==> src/rtl/panel_ctrl_arbiter.sv <==
// Two-source burst arbiter feeding the six panel drivers' write port.
// Grants whole bursts round-robin and force-releases an owner that stalls too long.
module panel_ctrl_arbiter #(
  parameter int unsigned TIMEOUT = 1024
) (
  input  logic        clock,
  input  logic        resetn,
  input  logic [1:0]  src_enable,
  input  logic        s0_valid,
  input  logic        s1_valid,
  output logic        s0_ready,
  output logic        s1_ready,
  input  logic        s0_last,
  input  logic        s1_last,
  input  logic [5:0]  s0_en,
  input  logic [5:0]  s1_en,
  input  logic [3:0]  s0_wr,
  input  logic [3:0]  s1_wr,
  input  logic [15:0] s0_addr,
  input  logic [15:0] s1_addr,
  input  logic [23:0] s0_wdat,
  input  logic [23:0] s1_wdat,
  output logic [5:0]  ctrl_en,
  output logic [3:0]  ctrl_wr,
  output logic [15:0] ctrl_addr,
  output logic [23:0] ctrl_wdat,
  output logic        busy,
  output logic        owner,
  output logic [7:0]  timeout_cnt
);

  localparam int unsigned STALL_W = 16;
  localparam int unsigned CNT_W   = 8;

  typedef enum logic {IDLE, BURST} state_t;

  state_t             state;
  logic               rr_last;
  logic [STALL_W-1:0] stall_cnt;

  logic        elig0, elig1, grant_sel, in_burst, accept, stall_hit;
  logic        cur_valid, cur_last;
  logic [5:0]  cur_en;
  logic [3:0]  cur_wr;
  logic [15:0] cur_addr;
  logic [23:0] cur_wdat;

  // Owner's beat fields; the non-owner's inputs never reach the datapath
  assign cur_valid = owner ? s1_valid : s0_valid;
  assign cur_last  = owner ? s1_last  : s0_last;
  assign cur_en    = owner ? s1_en    : s0_en;
  assign cur_wr    = owner ? s1_wr    : s0_wr;
  assign cur_addr  = owner ? s1_addr  : s0_addr;
  assign cur_wdat  = owner ? s1_wdat  : s0_wdat;

  assign in_burst  = (state == BURST);
  assign s0_ready  = resetn && in_burst && !owner;
  assign s1_ready  = resetn && in_burst && owner;
  assign accept    = resetn && in_burst && cur_valid;
  assign stall_hit = (stall_cnt == STALL_W'(TIMEOUT - 1));
  assign busy      = in_burst;

  // On a tie the requester that did not hold the last burst wins
  assign elig0     = s0_valid && src_enable[0];
  assign elig1     = s1_valid && src_enable[1];
  assign grant_sel = (elig0 && elig1) ? !rr_last : elig1;

  always_ff @(posedge clock) begin
    if (!resetn) begin
      state       <= IDLE;
      owner       <= 1'b0;
      rr_last     <= 1'b1;
      stall_cnt   <= '0;
      timeout_cnt <= '0;
      ctrl_en     <= '0;
      ctrl_wr     <= '0;
      ctrl_addr   <= '0;
      ctrl_wdat   <= '0;
    end else begin
      ctrl_en <= '0;
      if (accept) begin
        ctrl_en   <= cur_en;
        ctrl_wr   <= cur_wr;
        ctrl_addr <= cur_addr;
        ctrl_wdat <= cur_wdat;
      end

      case (state)
        IDLE: begin
          if (elig0 || elig1) begin
            state     <= BURST;
            owner     <= grant_sel;
            stall_cnt <= '0;
          end
        end
        BURST: begin
          if (accept) begin
            stall_cnt <= '0;
            if (cur_last) begin
              state   <= IDLE;
              rr_last <= owner;
            end
          end else if (stall_hit) begin
            // Forced release of a stalled owner
            state     <= IDLE;
            rr_last   <= owner;
            stall_cnt <= '0;
            if (timeout_cnt != {CNT_W{1'b1}}) timeout_cnt <= timeout_cnt + CNT_W'(1);
          end else begin
            stall_cnt <= stall_cnt + STALL_W'(1);
          end
        end
        default: state <= IDLE;
      endcase
    end
  end

endmodule
==> config.mk <==
export PLATFORM = sky130hd
export DESIGN_NAME = panel_ctrl_arbiter
export DESIGN_NICKNAME = d
export VERILOG_FILES = /design/src/rtl/panel_ctrl_arbiter.sv
export SDC_FILE = /design/constraint.sdc
export NUM_CORES = 1
export LEC_CHECK = 0
export BUFFER_PORTS_ARGS = -buffer_cell sky130_fd_sc_hd__buf_4
export CORE_MARGIN = 5
export CORE_UTILIZATION = 29
export CTS_CLUSTER_SIZE = 12
export DETAILED_ROUTE_END_ITERATION = 16
export GPL_TIMING_DRIVEN = 0
export PLACE_DENSITY = 0.51
export SETUP_SLACK_MARGIN = 0.1
export SLEW_MARGIN = 40
export SYNTH_ARGS = -nofsm -noshare
export SYNTH_HDL_FRONTEND = slang
export SYNTH_SLANG_ARGS = --single-unit
==> constraint.sdc <==
create_clock -name clock -period 5.2 [get_ports clock]
set_clock_uncertainty 0.2 [all_clocks]
set_input_delay 0.52 -clock clock [delete_from_list [all_inputs] [get_ports clock]]
set_output_delay 0.52 -clock clock [all_outputs]
set_load 0.005 [all_outputs]
# Yosys cells after proc, flatten, opt, wreduce, memory -nomap -nowiden
# Index checks and enable logic that the tools add are counted.
[word_totals]
ff_bits = 77
out_inout_bits = 62
word_cells = 51
inputBits = 108
[classes]
n_addsub = 2
eq_ne = 4
n_mux = 19
n_bitwise = 2
n_reduce_logical = 15
[op_table]
columns = ["operator", "n"]
rows = [
  ["16-bit two-way mux", 4],
  ["16-bit case mux with 2 select lines", 1],
  ["24-bit two-way mux", 1],
  ["16-bit by 1-bit adder with 16-bit output (second input constant)", 1],
  ["16-bit by 10-bit equality test with 1-bit output (second input constant)", 1],
  ["1-bit two-way mux", 10],
  ["8-bit by 1-bit adder with 8-bit output (second input constant)", 1],
  ["8-bit != test (second input constant)", 1],
  ["1-bit logical AND", 7],
  ["6-bit two-way mux", 1],
  ["4-bit two-way mux", 1],
  ["2-bit AND reduction", 2],
  ["4-bit AND reduction", 1],
  ["3-bit AND reduction", 1],
  ["1-bit logical NOT", 2],
  ["2-bit by 1-bit != test with 1-bit output (second input constant)", 1],
  ["2-bit != test (second input constant)", 1],
  ["1-bit NOT", 2],
  ["1-bit case mux with 2 select lines", 1],
  ["2-bit nonzero test", 1],
  ["1-bit logical OR", 1],
]

# Depth between registers and ports, before layout
# Gate-level depths: netlist of the first run.
[logic_depth]
word_depth = 4
mapped_depth = 7
depth_no_buf = 6

# Worst setup path before layout of the first run
# No wires, ideal clock.
[synth_timing]
kind = "flip-flop to flip-flop"
startpoint = "register stall_cnt[0]"
endpoint = "register timeout_cnt[3]"
setup_slack_ns = 2.897
t_arrival_ns = 2.033
setup_time_ns = 0.071
n_path_buf = 1
synth_period_minus_slack_ns = 2.303
required_time_ns = 4.929
path_stages_with_launch = 8
path_cell_list = "dfxtp_1 ha_1 nand4_1 nor4_4 o211ai_4 buf_6 or3_1 a21oi_1"
[synth_between]
elab_chain_cells = 2
[synth_lines]
columns = ["element", "line", "source"]
rows = [
  ["start: declaration", "39", "logic [STALL_W-1:0] stall_cnt;"],
  ["start signal: assignment", "110", "stall_cnt <= stall_cnt + STALL_W'(1);"],
  ["16-bit by 10-bit equality test with 1-bit output", "60", "assign stall_hit = (stall_cnt == STALL_W'(TIMEOUT - 1));"],
  ["4-bit AND reduction (no source line)", "n/a", ""],
  ["end signal: assignment", "108", "if (timeout_cnt != {CNT_W{1'b1}}) timeout_cnt <= timeout_cnt + CNT_W'(1);"],
  ["end: declaration", "29", "output logic [7:0] timeout_cnt"],
]
# Every way passes these cells.
# A chain may end at the register's enable or synchronous reset.

# Final worst setup path of the first run
[layout_timing]
startpoint = "register owner"
endpoint = "output s1_ready"
[layout_between]
elab_chain_cells = 1
[layout_lines]
columns = ["element", "line", "source"]
rows = [
  ["start: declaration", "28", "output logic owner,"],
  ["start signal: assignment", "92", "owner <= grant_sel;"],
  ["1-bit logical AND", "58", "assign s1_ready = resetn && in_burst && owner;"],
  ["end: declaration", "12", "output logic s1_ready,"],
]
# Every way passes these cells.

==> results of run 1 <==
-- routing by layer --
metal / up-vias / global-route usage (%)
li1: 1762 / -
met1: 1595 / 17.5
met2: 114 / 26.2
met3: 14 / 7.78
met4: 0 / 6.37
met5: - / 0
-- kinds of logic (layout without fill, tap and decap cells) --
logic type | count (synthesis) | after routing
DFF | 77 | 77
buffers and inverters | 32 | 216
and+or+nand+nor | 126 | 126
xor gates and xnor gates | 6 | 6
muxes | 53 | 53
adders and majority gates | 2 | 2
AOI/OAI and AO/OA | 90 | 90
-- layout by cell type, fill, tap and decap left out, types with 8 or more instances in the layout --
cell type / instances
buf_4: 168
dfxtp_1: 77
nor2_1: 68
mux2i_1: 53
a211oi_1: 44
clkbuf_1: 20
nand2_1: 17
o21ai_0: 13
a21oi_1: 11
nand3_1: 9
clkbuf_16: 9
nand4_1: 8
-- path summary, 6_finish.rpt --
check                                       to  slack (ns)  depth (start not counted)
worst min-delay path                ctrl_en[4]        0.22                          3
worst max-delay path                  s1_ready        2.32                          4
worst max register to register  timeout_cnt[3]        2.45                          7
worst min register to register    ctrl_wdat[6]        0.30                          2
-- power by group through the flow --
stage          logic [mW]  clock network (mW)  registers (mW)
4_1_cts             0.211               0.711           0.622
6_report            0.207               0.692           0.622
3_3_place_gp        0.209                   0           0.634
3_5_place_dp        0.210                   0           0.635
2_1_floorplan      0.0880                   0           0.635
5_1_grt             0.229               0.733           0.624
-- cells in the mapped netlist --
| master | n | area, um^2 |
|---|---|---|
| o2111ai_1 | 1 | 8.76 |
| or3_1 | 3 | 18.8 |
| or4_4 | 1 | 11.3 |
| o31ai_1 | 2 | 15.0 |
| a21o_1 | 2 | 15.0 |
| or3_2 | 2 | 15.0 |
| a41oi_1 | 1 | 8.76 |
| o211ai_4 | 1 | 21.3 |
| xnor2_1 | 1 | 8.76 |
| and3_1 | 2 | 12.5 |
| nand2_1 | 17 | 63.8 |
| nand4_1 | 8 | 50.1 |
| nand3_1 | 9 | 45.0 |
| or2_2 | 1 | 6.26 |
| a22oi_1 | 2 | 15.0 |
| o211ai_1 | 1 | 7.51 |
| nor4_1 | 3 | 18.8 |
| clkbuf_1 | 20 | 75.1 |
| a211oi_1 | 44 | 330 |
| inv_1 | 5 | 18.8 |
| nor4_4 | 1 | 21.3 |
| o21a_1 | 4 | 30.0 |
| a21oi_1 | 11 | 55.1 |
| a22o_1 | 3 | 26.3 |
| nor2_1 | 68 | 255 |
| a31oi_1 | 4 | 25.0 |
| mux2i_1 | 53 | 531 |
| nand4bb_1 | 1 | 11.3 |
| o21ai_0 | 13 | 65.1 |
| nor3_1 | 6 | 30.0 |
| buf_1 | 6 | 22.5 |
| or4_1 | 2 | 15.0 |
| and2_1 | 2 | 12.5 |
| buf_6 | 1 | 11.3 |
| o221ai_1 | 1 | 8.76 |
| dfxtp_1 | 77 | 1540 |
| ha_1 | 2 | 25.0 |
| xor2_1 | 5 | 43.8 |
-- layout make-up --
class / count / share of cell area, %
Multi-Input combinational cell: 277 / 34.6
Sequential cell: 77 / 29.2
Timing Repair Buffer: 168 / 23.9
Clock buffer: 11 / 4.79
Tap cell: 147 / 3.49
Buffer: 27 / 2.06
Clock inverter: 5 / 1.57
Inverter: 5 / 0.356
-- critical path, delay by kind of cell, from the launching register on --
family,cells,cell delay [ns]
buffers and inverters,3,1.18
AND/OR/NAND/NOR,1,0.28
flip-flops,1,0.37
-- registers in the layout (all words and copies together) (netlist names) --
| register | cells |
|---|---|
| busy | 1 |
| ctrl_addr | 16 |
| ctrl_en | 6 |
| ctrl_wdat | 24 |
| ctrl_wr | 4 |
| owner | 1 |
| rr_last | 1 |
| stall_cnt | 16 |
| timeout_cnt | 8 |
-- through the flow --
stage | hold slack, ns | worst slack (ns) | utilization [%] | instance area (um^2) | std cells
after floorplan | 0.260 | 2.90 | - | 3500 | 386
final | 0.219 | 2.32 | 44.3 | 5280 | 717
after global placement | 0.288 | 2.29 | 41.5 | 4940 | 701
after global routing | 0.216 | 2.16 | 44.3 | 5280 | 717
after detailed placement | 0.293 | 2.23 | 41.5 | 4940 | 701
after CTS | 0.209 | 2.28 | 44.3 | 5280 | 717
==> impl_table.tex, run 1 <==
\begin{tabular}{lr}
\hline
Metric & Value \\
\hline
\multicolumn{2}{l}{\textbf{Worst setup path}} \\
\quad R2r startpoint & stall\_cnt[0] \\
\quad Kind of critical path & register to output port \\
\quad Endpoint class of the critical path & output port \\
\quad Kind of start point of the critical path & register \\
\quad Critical Path Source & owner \\
\quad Critical Path RT & 4.48 ns \\
\quad Slowest Stage Delay on Critical Path & 0.53 ns \\
\quad Cells along the critical path & clkbuf\_1, buf\_1, and3\_1, buf\_4 \\
\quad Critical Path Slowest Stage Cell & clkbuf\_1 \\
\quad Largest fanout on the critical path & 10 \\
\quad CP arrival & 2.16 ns \\
\multicolumn{2}{l}{\textbf{Routing}} \\
\quad DR WL met3 & 1.22 mm \\
\quad Initial DRC Count & 211 \\
\quad Detailed-routed wire length on met2 & 5.63 mm \\
\quad Sum of routed wire length over all layers & 11.5 mm \\
\quad Antenna Violating Nets Remaining & 0 \\
\quad Post-detailed-route via-to-cell ratio & 4.86 \\
\quad Average routed wire per standard cell & 16.0 um \\
\quad Overall via count from detail\_route & 3485 \\
\quad First-pass iteration count of the detailed router & 4 \\
\quad Count of unresolved DRC violations after routing & 0 \\
\quad Highest routed layer & met4 \\
\quad M1 WL & 4.41 mm \\
\multicolumn{2}{l}{\textbf{Clock network}} \\
\quad CTS tree & done \\
\quad Number of post-CTS setup repair buffers & 0 \\
\quad Root Driver & clkbuf\_16 \\
\quad H-tree levels & 3 \\
\quad Insertion delay to the later sink of the worst-skew pair & 0.33 ns \\
\quad Buffer levels on the longest clock path & 2 \\
\quad CTS Hold Buffers Added & 0 \\
\quad Clock-pin transition on the worst setup and hold timing paths & 0.06 ns \\
\quad Cts bufs inserted & 9 \\
\quad TritonCTS Sinks & 77 \\
\quad Count of instances resized after the clock tree is built & 0 \\
\multicolumn{2}{l}{\textbf{Floorplan}} \\
\quad Number of placed I/O pins & 170 \\
\quad Effective utilization at floorplan & 29.3\% \\
\quad Floorplan die area & 14400 um\^{}2 \\
\quad Die Span Y & 120 um \\
\quad Row count & 40 \\
\quad Core ar. & 11900 um\^{}2 \\
\quad Die extent in x & 120 um \\
\multicolumn{2}{l}{\textbf{Synthesis}} \\
\quad Count of distinct cell types in the synthesized netlist & 38 \\
\quad Net count of the mapped netlist & 496 \\
\quad Synth Area per Inst & 9.06 um\^{}2 \\
\quad Count of synthesis-stage warnings from yosys & 0 \\
\quad Share of synthesized cell area in and, or, nand and nor gates & 16.8\% \\
\quad Arithmetic-cell share of the synthesized area counting full adders, half adders and majority gates & 0.716\% \\
\quad Synth Area in XOR/XNOR & 1.50\% \\
\quad Fraction of the yosys area taken by sequential cells & 44.1\% \\
\quad Synthesized flop and latch total & 77 \\
\quad Share of cell area taken by muxes after synthesis & 15.2\% \\
\quad Post-synthesis compound-gate area fraction & 18.1\% \\
\quad Largest family of logic cells by synthesized area & compound AO/OA/AOI/OAI gates \\
\quad Gate count of the mapped netlist & 386 \\
\quad Cell Area, Synth & 3500 um\^{}2 \\
\multicolumn{2}{l}{\textbf{Run status}} \\
\quad Result of the run & finished, final reports clean \\
\multicolumn{2}{l}{\textbf{Global routing}} \\
\quad Global-route wire length before repair & 18.0 mm \\
\quad Pin count of the biggest net entering global routing & 14 \\
\quad All-layer global routing usage & 15.9\% \\
\quad Congestion Overflow GR & 0 \\
\quad Number of antenna violations at the first check in global routing & 0 \\
\quad Via count of the first global-routing pass & 3536 \\
\multicolumn{2}{l}{\textbf{Timing}} \\
\quad Slew margin rel. & 51.6\% \\
\quad Measured slew at the worst slew-check pin & 0.725 ns \\
\quad Setup repair after global routing missed its margin & no \\
\quad Minimum period implied by the final worst setup slack & 2.88 ns \\
\quad Final count of hold timing violations & 0 \\
\quad Total negative slack for setup checks & 0 ns \\
\quad Fmax & 0.347 GHz \\
\quad Final slew viol count & 0 \\
\quad Final cycle utilization of the critical path & 55.4\% \\
\quad Final setup violation count & 0 \\
\multicolumn{2}{l}{\textbf{Layout}} \\
\quad Count of inserted antenna diode cells & 0 \\
\quad \# fillers & 1196 \\
\quad Multi-input gate area & 1830 um\^{}2 \\
\quad Area grow syn2layout & 50.9\% \\
\quad Sequential cell area in the final layout & 1540 um\^{}2 \\
\quad Layout Nets & 675 \\
\quad Layout cell share with drive strength beyond 1 & 33.5\% \\
\multicolumn{2}{l}{\textbf{Pwr}} \\
\quad Combinational share of power & 13.6\% \\
\quad Max IR drop VDD & 0.000166 V \\
\quad Power share of the sequential group & 40.9\% \\
\quad Proportion of power drawn by the clock network & 45.5\% \\
\quad Power Internal & 1.17 mW \\
\quad Switch Pwr & 349 uW \\
\quad Total power per unit cell area & 288 nW/um\^{}2 \\
\quad Overall power & 1.52 mW \\
\quad Switching portion of total power & 23.0\% \\
\quad Static leakage & 2.12 nW \\
\multicolumn{2}{l}{\textbf{Place}} \\
\quad Input/output buffers & 168 \\
\quad Detail Placement HPWL & 9.22 mm \\
\quad Final estimated routing congestion in global placement & 0.793 \\
\multicolumn{2}{l}{\textbf{Job}} \\
\quad MaxCap Viol Count & 0 \\
\multicolumn{2}{l}{\textbf{Min path}} \\
\quad Worst hold-check path type & input pin to register \\
\quad Launch point of the worst hold path & s0\_en[4] \\
\hline
\end{tabular}
Note: power is estimated with default switching activity, not from simulation.
==> run 2: changes to the inputs <==
Clock period 5.2 ns to 2.9 ns, I/O delays scaled along.
==> run 2 against run 1 <==
Via count increased by 1.8%. Sequential cell count is the same. Critical path type is now register to register. Largest power group unchanged. Critical endpoint is now ctrl_addr[10]. Wire length grew 1.2%. Design area grew 2.3%. Hold slack worse by 0.22 ns. Final cell count increased by 1.7%. Register-to-register slack got worse by 2.0 ns. Critical path depth grew 2.
==> impl_table.tex, run 2 (synthesis results as in run 1) <==
\begin{tabular}{lr}
\hline
Metric & Value \\
\hline
\multicolumn{2}{l}{\textbf{Routing}} \\
\quad Overall via count from detail\_route & 3547 (+1.8\%) \\
\quad Average routed wire per standard cell & 15.9 um (-0.48\%) \\
\quad Antenna Violating Nets Remaining & 0 (unchanged) \\
\quad Count of unresolved DRC violations after routing & 0 (unchanged) \\
\quad Post-detailed-route via-to-cell ratio & 4.87 (+0.10\%) \\
\quad Sum of routed wire length over all layers & 11.6 mm (+1.2\%) \\
\quad Initial DRC Count & 191 (-9.5\%) \\
\quad First-pass iteration count of the detailed router & 4 (unchanged) \\
\multicolumn{2}{l}{\textbf{Global routing}} \\
\quad Pin count of the biggest net entering global routing & 14 (unchanged) \\
\quad All-layer global routing usage & 16.1\% (+0.22 points) \\
\quad Via count of the first global-routing pass & 3606 (+2.0\%) \\
\quad Number of antenna violations at the first check in global routing & 0 (unchanged) \\
\quad Congestion Overflow GR & 0 (unchanged) \\
\quad Global-route wire length before repair & 18.3 mm (+1.5\%) \\
\multicolumn{2}{l}{\textbf{Floorplan}} \\
\quad Die Span Y & 120 um (unchanged) \\
\quad Core ar. & 11900 um\^{}2 (unchanged) \\
\quad Row count & 40 (unchanged) \\
\quad Number of placed I/O pins & 170 (unchanged) \\
\quad Floorplan die area & 14400 um\^{}2 (unchanged) \\
\quad Die extent in x & 120 um (unchanged) \\
\quad Effective utilization at floorplan & 29.3\% (unchanged) \\
\multicolumn{2}{l}{\textbf{Worst setup path}} \\
\quad Kind of start point of the critical path & register \\
\quad Critical Path RT & 2.89 ns (-1.59 ns) \\
\quad Largest fanout on the critical path & 10 (unchanged) \\
\quad CP arrival & 2.48 ns (+0.32 ns) \\
\quad Endpoint class of the critical path & register \\
\quad Register-to-register setup slack & 0.41 ns (-2.04 ns) \\
\quad Kind of critical path & register to register \\
\multicolumn{2}{l}{\textbf{Pwr}} \\
\quad Switching portion of total power & 23.0\% (+0.052 points) \\
\quad Power Internal & 2.11 mW (+80\%) \\
\quad Power share of the sequential group & 40.7\% (-0.2 points) \\
\quad Combinational share of power & 14.0\% (+0.4 points) \\
\quad Static leakage & 2.18 nW (+2.6\%) \\
\quad Total power per unit cell area & 509 nW/um\^{}2 (+76\%) \\
\quad Switch Pwr & 631 uW (+81\%) \\
\quad Proportion of power drawn by the clock network & 45.3\% (-0.2 points) \\
\quad Max IR drop VDD & 0.000297 V (+79\%) \\
\quad Overall power & 2.74 mW (+80\%) \\
\multicolumn{2}{l}{\textbf{Clock network}} \\
\quad Insertion delay to the later sink of the worst-skew pair & 0.33 ns (about the same) \\
\quad Root Driver & clkbuf\_16 \\
\quad Buffer levels on the longest clock path & 2 (unchanged) \\
\quad H-tree levels & 3 (unchanged) \\
\quad Cts bufs inserted & 9 (unchanged) \\
\quad CTS tree & done \\
\quad Clock-pin transition on the worst setup and hold timing paths & 0.06 ns (about the same) \\
\quad TritonCTS Sinks & 77 (unchanged) \\
\multicolumn{2}{l}{\textbf{Timing}} \\
\quad Final slew viol count & 0 (unchanged) \\
\quad Total negative slack for setup checks & 0 ns (unchanged) \\
\quad Final count of hold timing violations & 0 (unchanged) \\
\quad Final cycle utilization of the critical path & 85.9\% \\
\quad Final setup violation count & 0 (unchanged) \\
\quad Measured slew at the worst slew-check pin & 0.726 ns (+0.00101 ns) \\
\quad Fmax & 0.401 GHz \\
\quad Setup repair after global routing missed its margin & no \\
\quad Slew margin rel. & 51.6\% (-0.068 points) \\
\quad Minimum period implied by the final worst setup slack & 2.49 ns \\
\multicolumn{2}{l}{\textbf{Layout}} \\
\quad Most frequent cells in the layout & 170 x buf\_4, 77 x dfxtp\_1, 67 x nor2\_1 \\
\quad Most flop-heavy register & ctrl\_wdat \\
\quad Count of inserted antenna diode cells & 0 (unchanged) \\
\quad Area grow syn2layout & 54.3\% \\
\quad \# fillers & 1193 (-0.25\%) \\
\quad Layout Nets & 687 (+1.8\%) \\
\quad Flip-flop count of the largest register, all copies and words added & 24 (unchanged) \\
\quad Commonest non-fill, non-tap cell in the layout & buf\_4 \\
\quad Largest registers & ctrl\_wdat (24), ctrl\_addr (16), stall\_cnt (16) \\
\quad Layout cell share with drive strength beyond 1 & 33.5\% (about the same) \\
\multicolumn{2}{l}{\textbf{Place}} \\
\quad Final estimated routing congestion in global placement & 0.793 (unchanged) \\
\quad Detail Placement HPWL & 9.22 mm (unchanged) \\
\quad Input/output buffers & 168 (unchanged) \\
\multicolumn{2}{l}{\textbf{Job}} \\
\quad MaxCap Viol Count & 0 (unchanged) \\
\multicolumn{2}{l}{\textbf{Run status}} \\
\quad Result of the run & finished, final reports clean \\
\multicolumn{2}{l}{\textbf{Min path}} \\
\quad Worst hold-check path type & input pin to register \\
\hline
\end{tabular}
[run 2: cell count changes in the layout (fill, tap and decap cells not counted)]
| cell | change |
|---|---|
| dlygate4sd3_1 | +10 |
| buf_4 | +2 |
| clkbuf_1 | -1 |
| clkbuf_2 | +1 |
| nor2_1 | -1 |
| nor2_2 | +1 |
[run 2: critical path, stage by stage, from the launching register on]
cell,delay [ns]
dfxtp_1,0.36
clkbuf_1,0.28
nand2_1,0.16
nor2_2,0.38
clkbuf_1,0.41
buf_1,0.41
a211oi_1,0.14
[run 2: power by group through the flow]
stage | sequential (mW) | combinational (mW) | clock (mW)
6_report | 1.12 | 0.385 | 1.24
3_3_place_gp | 1.14 | 0.375 | 0
2_1_floorplan | 1.14 | 0.158 | 0
5_1_grt | 1.12 | 0.426 | 1.31
3_5_place_dp | 1.14 | 0.377 | 0
4_1_cts | 1.12 | 0.391 | 1.28
[run 2: routing by layer]
metal | wire length (um) | GRT usage (%) | vias to the layer above
li1 | - | - | 1786
met1 | 4420 | 17.6 | 1629
met2 | 5740 | 26.8 | 116
met3 | 1240 | 7.87 | 16
met4 | 216 | 6.37 | 0
met5 | 0 | 0 | -
[run 2: layout make-up]
| cell class | count | area, um^2 | area share [%] |
|---|---|---|---|
| well taps | 147 | 184 | 3.41 |
| clock inverters | 5 | 82.6 | 1.53 |
| clock buffers | 11 | 253 | 4.68 |
| flip-flops and latches | 77 | 1540 | 28.6 |
| plain buffers | 27 | 110 | 2.04 |
| multi-input cells | 277 | 1830 | 33.9 |
| inverters | 5 | 18.8 | 0.348 |
| repair buffers | 180 | 1380 | 25.5 |
[run 2: path summary, 6_finish.rpt]
| path | cells after the start | startpoint | end |
|---|---|---|---|
| max reg2reg | 6 | busy | ctrl_addr[10] |
| min reg2reg | 2 | ctrl_wdat[4] | ctrl_wdat[4] |
| min | 3 | s1_en[0] | ctrl_en[0] |
| max | 6 | busy | ctrl_addr[10] |
[run 2: repair_timing]
action / in CTS / in global routing
setup buffers: 0 / 2
endpoints found under the hold margin: 5 / 0
hold buffers: 10 / 0
endpoints found under the setup margin: 0 / 29
gates resized for setup: 0 / 3
[run 2: through the flow]
stage	area (um^2)	utilization (%)	setup WS [ns]	hold slack [ns]	std cells
after global placement	4940	41.5	0.182	0.288	701
after CTS	5380	45.1	0.136	0.000313	727
after global routing	5400	45.3	0.114	0.0294	729
after floorplan	3500	-	0.597	0.234	386
after detailed placement	4940	41.5	0.155	0.293	701
final	5400	45.3	0.408	0.00345	729
==> run 3: changes to the inputs <==
Settings changed: ABC_AREA from default to 1, PLACE_DENSITY 0.51 to 0.5.
==> run 3 against run 2 <==
Sequential cell count is the same. Total power shrank 2.0%. Global-route usage grew 1.7 points. Largest power group unchanged.
==> impl_table.tex, run 3 <==
\begin{tabular}{lr}
\hline
Metric & Value \\
\hline
\multicolumn{2}{l}{\textbf{Run status}} \\
\quad Result of the run & finished, final reports clean \\
\multicolumn{2}{l}{\textbf{Clock network}} \\
\quad CTS Hold Buffers Added & 0 (-10) \\
\quad Root Driver & clkbuf\_16 \\
\quad Buffer levels on the longest clock path & 2 (unchanged) \\
\quad Number of post-CTS setup repair buffers & 0 (unchanged) \\
\quad Clock-pin transition on the worst setup and hold timing paths & 0.06 ns (about the same) \\
\quad Insertion delay to the later sink of the worst-skew pair & 0.33 ns (about the same) \\
\quad H-tree levels & 3 (unchanged) \\
\quad CTS tree & done \\
\quad Count of instances resized after the clock tree is built & 0 (unchanged) \\
\quad TritonCTS Sinks & 77 (unchanged) \\
\quad Cts bufs inserted & 9 (unchanged) \\
\multicolumn{2}{l}{\textbf{Layout}} \\
\quad Count of inserted antenna diode cells & 0 (unchanged) \\
\quad Fraction of the core area covered by cells at the end of the flow & 44.6\% (-0.65 points) \\
\quad Layout Nets & 805 (+17\%) \\
\quad Commonest non-fill, non-tap cell in the layout & nand2\_1 \\
\quad Most flop-heavy register & ctrl\_wdat \\
\quad Most frequent cells in the layout & 173 x nand2\_1, 170 x buf\_4, 77 x dfxtp\_1 \\
\quad Flip-flop count of the largest register, all copies and words added & 24 (unchanged) \\
\quad Area grow syn2layout & 50.0\% \\
\quad Largest registers & ctrl\_wdat (24), ctrl\_addr (16), stall\_cnt (16) \\
\quad Layout cell share with drive strength beyond 1 & 29.8\% (-3.7 points) \\
\multicolumn{2}{l}{\textbf{Worst setup path}} \\
\quad Largest fanout on the critical path & 10 (unchanged) \\
\quad Kind of start point of the critical path & register \\
\quad Critical Path RT & 2.41 ns (-0.48 ns) \\
\quad Kind of critical path & register to output port \\
\quad Endpoint class of the critical path & output port \\
\quad FF-to-FF End & ctrl\_addr[9] \\
\quad R2r startpoint & owner \\
\quad Depth of the worst register-to-register path & 6 (unchanged) \\
\quad CP arrival & 1.54 ns (-0.94 ns) \\
\quad Register-to-register setup slack & 0.89 ns (+0.48 ns) \\
\multicolumn{2}{l}{\textbf{Synthesis}} \\
\quad Count of synthesis-stage warnings from yosys & 0 (unchanged) \\
\quad FFs w/ async S/R, synth & 0\% (unchanged) \\
\quad Ranking of synthesized cells by area & dfxtp\_1 43\%, nand2\_1 18\%, a31oi\_1 7.7\% \\
\quad Cell type contributing the most total cell area after synthesis & dfxtp\_1 \\
\quad Fraction of the yosys area taken by sequential cells & 42.9\% (-1.2 points) \\
\quad Net count of the mapped netlist & 625 (+26\%) \\
\quad Synth Area per Inst & 6.97 um\^{}2 (-23\%) \\
\quad Count of distinct cell types in the synthesized netlist & 28 (-26\%) \\
\quad Gate count of the mapped netlist & 515 (+33\%) \\
\quad Most frequent cell after synthesis & nand2\_1 \\
\quad Synth top area share & 42.9\% (-1.2 points) \\
\quad EDFF count, synth & 0 (unchanged) \\
\quad Main flop type after synthesis & dfxtp\_1 \\
\quad Post-synth top cells & 173 x nand2\_1, 77 x dfxtp\_1, 49 x o21ai\_0 \\
\quad Synthesized flop and latch total & 77 (unchanged) \\
\quad Cell Area, Synth & 3590 um\^{}2 (+2.7\%) \\
\multicolumn{2}{l}{\textbf{Floorplan}} \\
\quad Die Span Y & 121 um (+1.2\%) \\
\quad Core ar. & 12100 um\^{}2 (+1.3\%) \\
\quad Number of placed I/O pins & 170 (unchanged) \\
\quad Die extent in x & 121 um (+1.2\%) \\
\quad Effective utilization at floorplan & 29.8\% (+0.42 points) \\
\quad Row count & 40 (unchanged) \\
\quad Floorplan die area & 14700 um\^{}2 (+2.5\%) \\
\multicolumn{2}{l}{\textbf{Global routing}} \\
\quad Number of antenna violations at the first check in global routing & 0 (unchanged) \\
\quad Via count of the first global-routing pass & 4057 (+13\%) \\
\quad Global-route wire length before repair & 20.7 mm (+13\%) \\
\quad Pin count of the biggest net entering global routing & 13 (-1) \\
\quad Congestion Overflow GR & 0 (unchanged) \\
\quad All-layer global routing usage & 17.8\% (+1.7 points) \\
\multicolumn{2}{l}{\textbf{Timing}} \\
\quad Fmax & 0.492 GHz (+23\%) \\
\quad Final slew viol count & 0 (unchanged) \\
\quad Slew margin rel. & 62.1\% (+11 points) \\
\quad Setup repair after global routing missed its margin & no \\
\quad Final count of hold timing violations & 0 (unchanged) \\
\quad Final setup violation count & 0 (unchanged) \\
\quad Minimum period implied by the final worst setup slack & 2.03 ns (-0.460 ns) \\
\quad Measured slew at the worst slew-check pin & 0.568 ns (-0.158 ns) \\
\quad Total negative slack for setup checks & 0 ns (unchanged) \\
\quad Final cycle utilization of the critical path & 70.1\% (-16 points) \\
\multicolumn{2}{l}{\textbf{Min path}} \\
\quad Launch point of the worst hold path & s0\_en[5] \\
\quad Number of cells on the worst hold path & 3 (unchanged) \\
\quad Hold worst-path end & ctrl\_en[5] \\
\quad Worst hold-check path type & input pin to register \\
\multicolumn{2}{l}{\textbf{Routing}} \\
\quad Post-detailed-route via-to-cell ratio & 4.68 (-3.9\%) \\
\quad Antenna Violating Nets Remaining & 0 (unchanged) \\
\quad Sum of routed wire length over all layers & 13.0 mm (+12\%) \\
\quad Count of unresolved DRC violations after routing & 0 (unchanged) \\
\quad First-pass iteration count of the detailed router & 5 (+1) \\
\quad Average routed wire per standard cell & 15.0 um (-5.9\%) \\
\quad Initial DRC Count & 238 (+25\%) \\
\quad Overall via count from detail\_route & 4055 (+14\%) \\
\multicolumn{2}{l}{\textbf{Pwr}} \\
\quad Max IR drop VDD & 0.000285 V (-4.1\%) \\
\quad Total power per unit cell area & 499 nW/um\^{}2 (-1.9\%) \\
\quad Static leakage & 2.46 nW (+13\%) \\
\multicolumn{2}{l}{\textbf{Job}} \\
\quad MaxCap Viol Count & 0 (unchanged) \\
\multicolumn{2}{l}{\textbf{Place}} \\
\quad Final estimated routing congestion in global placement & 0.863 (+8.8\%) \\
\quad Detail Placement HPWL & 10.1 mm (+9.2\%) \\
\quad Input/output buffers & 169 (+0.60\%) \\
\hline
\end{tabular}
==> run 3: cell type report <==
| type | count | area [um^2] |
|---|---|---|
| Timing Repair Buffer | 169 | 1270 |
| Tap cell | 168 | 210 |
| Inverter | 27 | 101 |
| Clock buffer | 11 | 243 |
| Sequential cell | 77 | 1540 |
| Fill cell | 1293 | 6680 |
| Multi-Input combinational cell | 382 | 1810 |
| Buffer | 29 | 140 |
| Clock inverter | 4 | 72.6 |
==> run 3: kinds of logic (layout without fill, tap and decap cells) <==
group / after synthesis / count (layout) / synth area share (%)
xor gates and xnor gates: 8 / 8 / 1.95
and+or+nand+nor: 242 / 242 / 27.6
buffers and inverters: 56 / 240 / 6.72
AOI/OAI and AO/OA: 130 / 130 / 20.1
adders and majority gates: 2 / 2 / 0.697
DFF: 77 / 77 / 42.9
==> run 3: worst max path at each step <==
stage	start	end	slack, ns	depth (start not counted)
global route	owner	ctrl_wr[0]	0.75	6
floorplan	stall_cnt[0]	stall_cnt[0]	1.23	8
detailed placement	owner	ctrl_addr[9]	0.91	6
CTS	owner	s0_ready	0.86	4
global placement	owner	ctrl_addr[10]	0.95	6
finish	owner	s0_ready	0.87	4
==> run 3: power breakdown <==
group          switching, mW  total [mW]  internal (mW)
Sequential            0.0215        1.12           1.09
Combinational          0.173       0.361          0.189
Clock                  0.439        1.21          0.771
Total                  0.633        2.69           2.05
==> run 3: metal layers <==
layer  share of wire (%)  track usage [%]  routed length, um
met1                  41             21.3               5300
met2                  48             28.7               6180
met3                 9.9             7.65               1280
met4                 1.8             5.88                229
met5                   0                0                  0
==> run 3: critical path, cell delays in order (launching register included) <==
cell	delay, ns
dfxtp_1	0.38
buf_6	0.18
clkbuf_1	0.39
nor2_1	0.11
buf_4	0.15
==> run 3: per-stage QoR <==
stage | worst slack [ns] | hold slack [ns] | cell area [um^2] | power [mW] | std cells
4_1_cts | 0.860 | 0.00658 | 5390 | 2.72 | 867
5_1_grt | 0.750 | 0.00444 | 5390 | 2.82 | 867
6_report | 0.868 | 0.0156 | 5390 | 2.69 | 867
3_3_place_gp | 0.953 | 0.257 | 5070 | 1.50 | 852
3_5_place_dp | 0.907 | 0.272 | 5070 | 1.50 | 852
2_1_floorplan | 1.23 | 0.229 | 3590 | 1.28 | 515
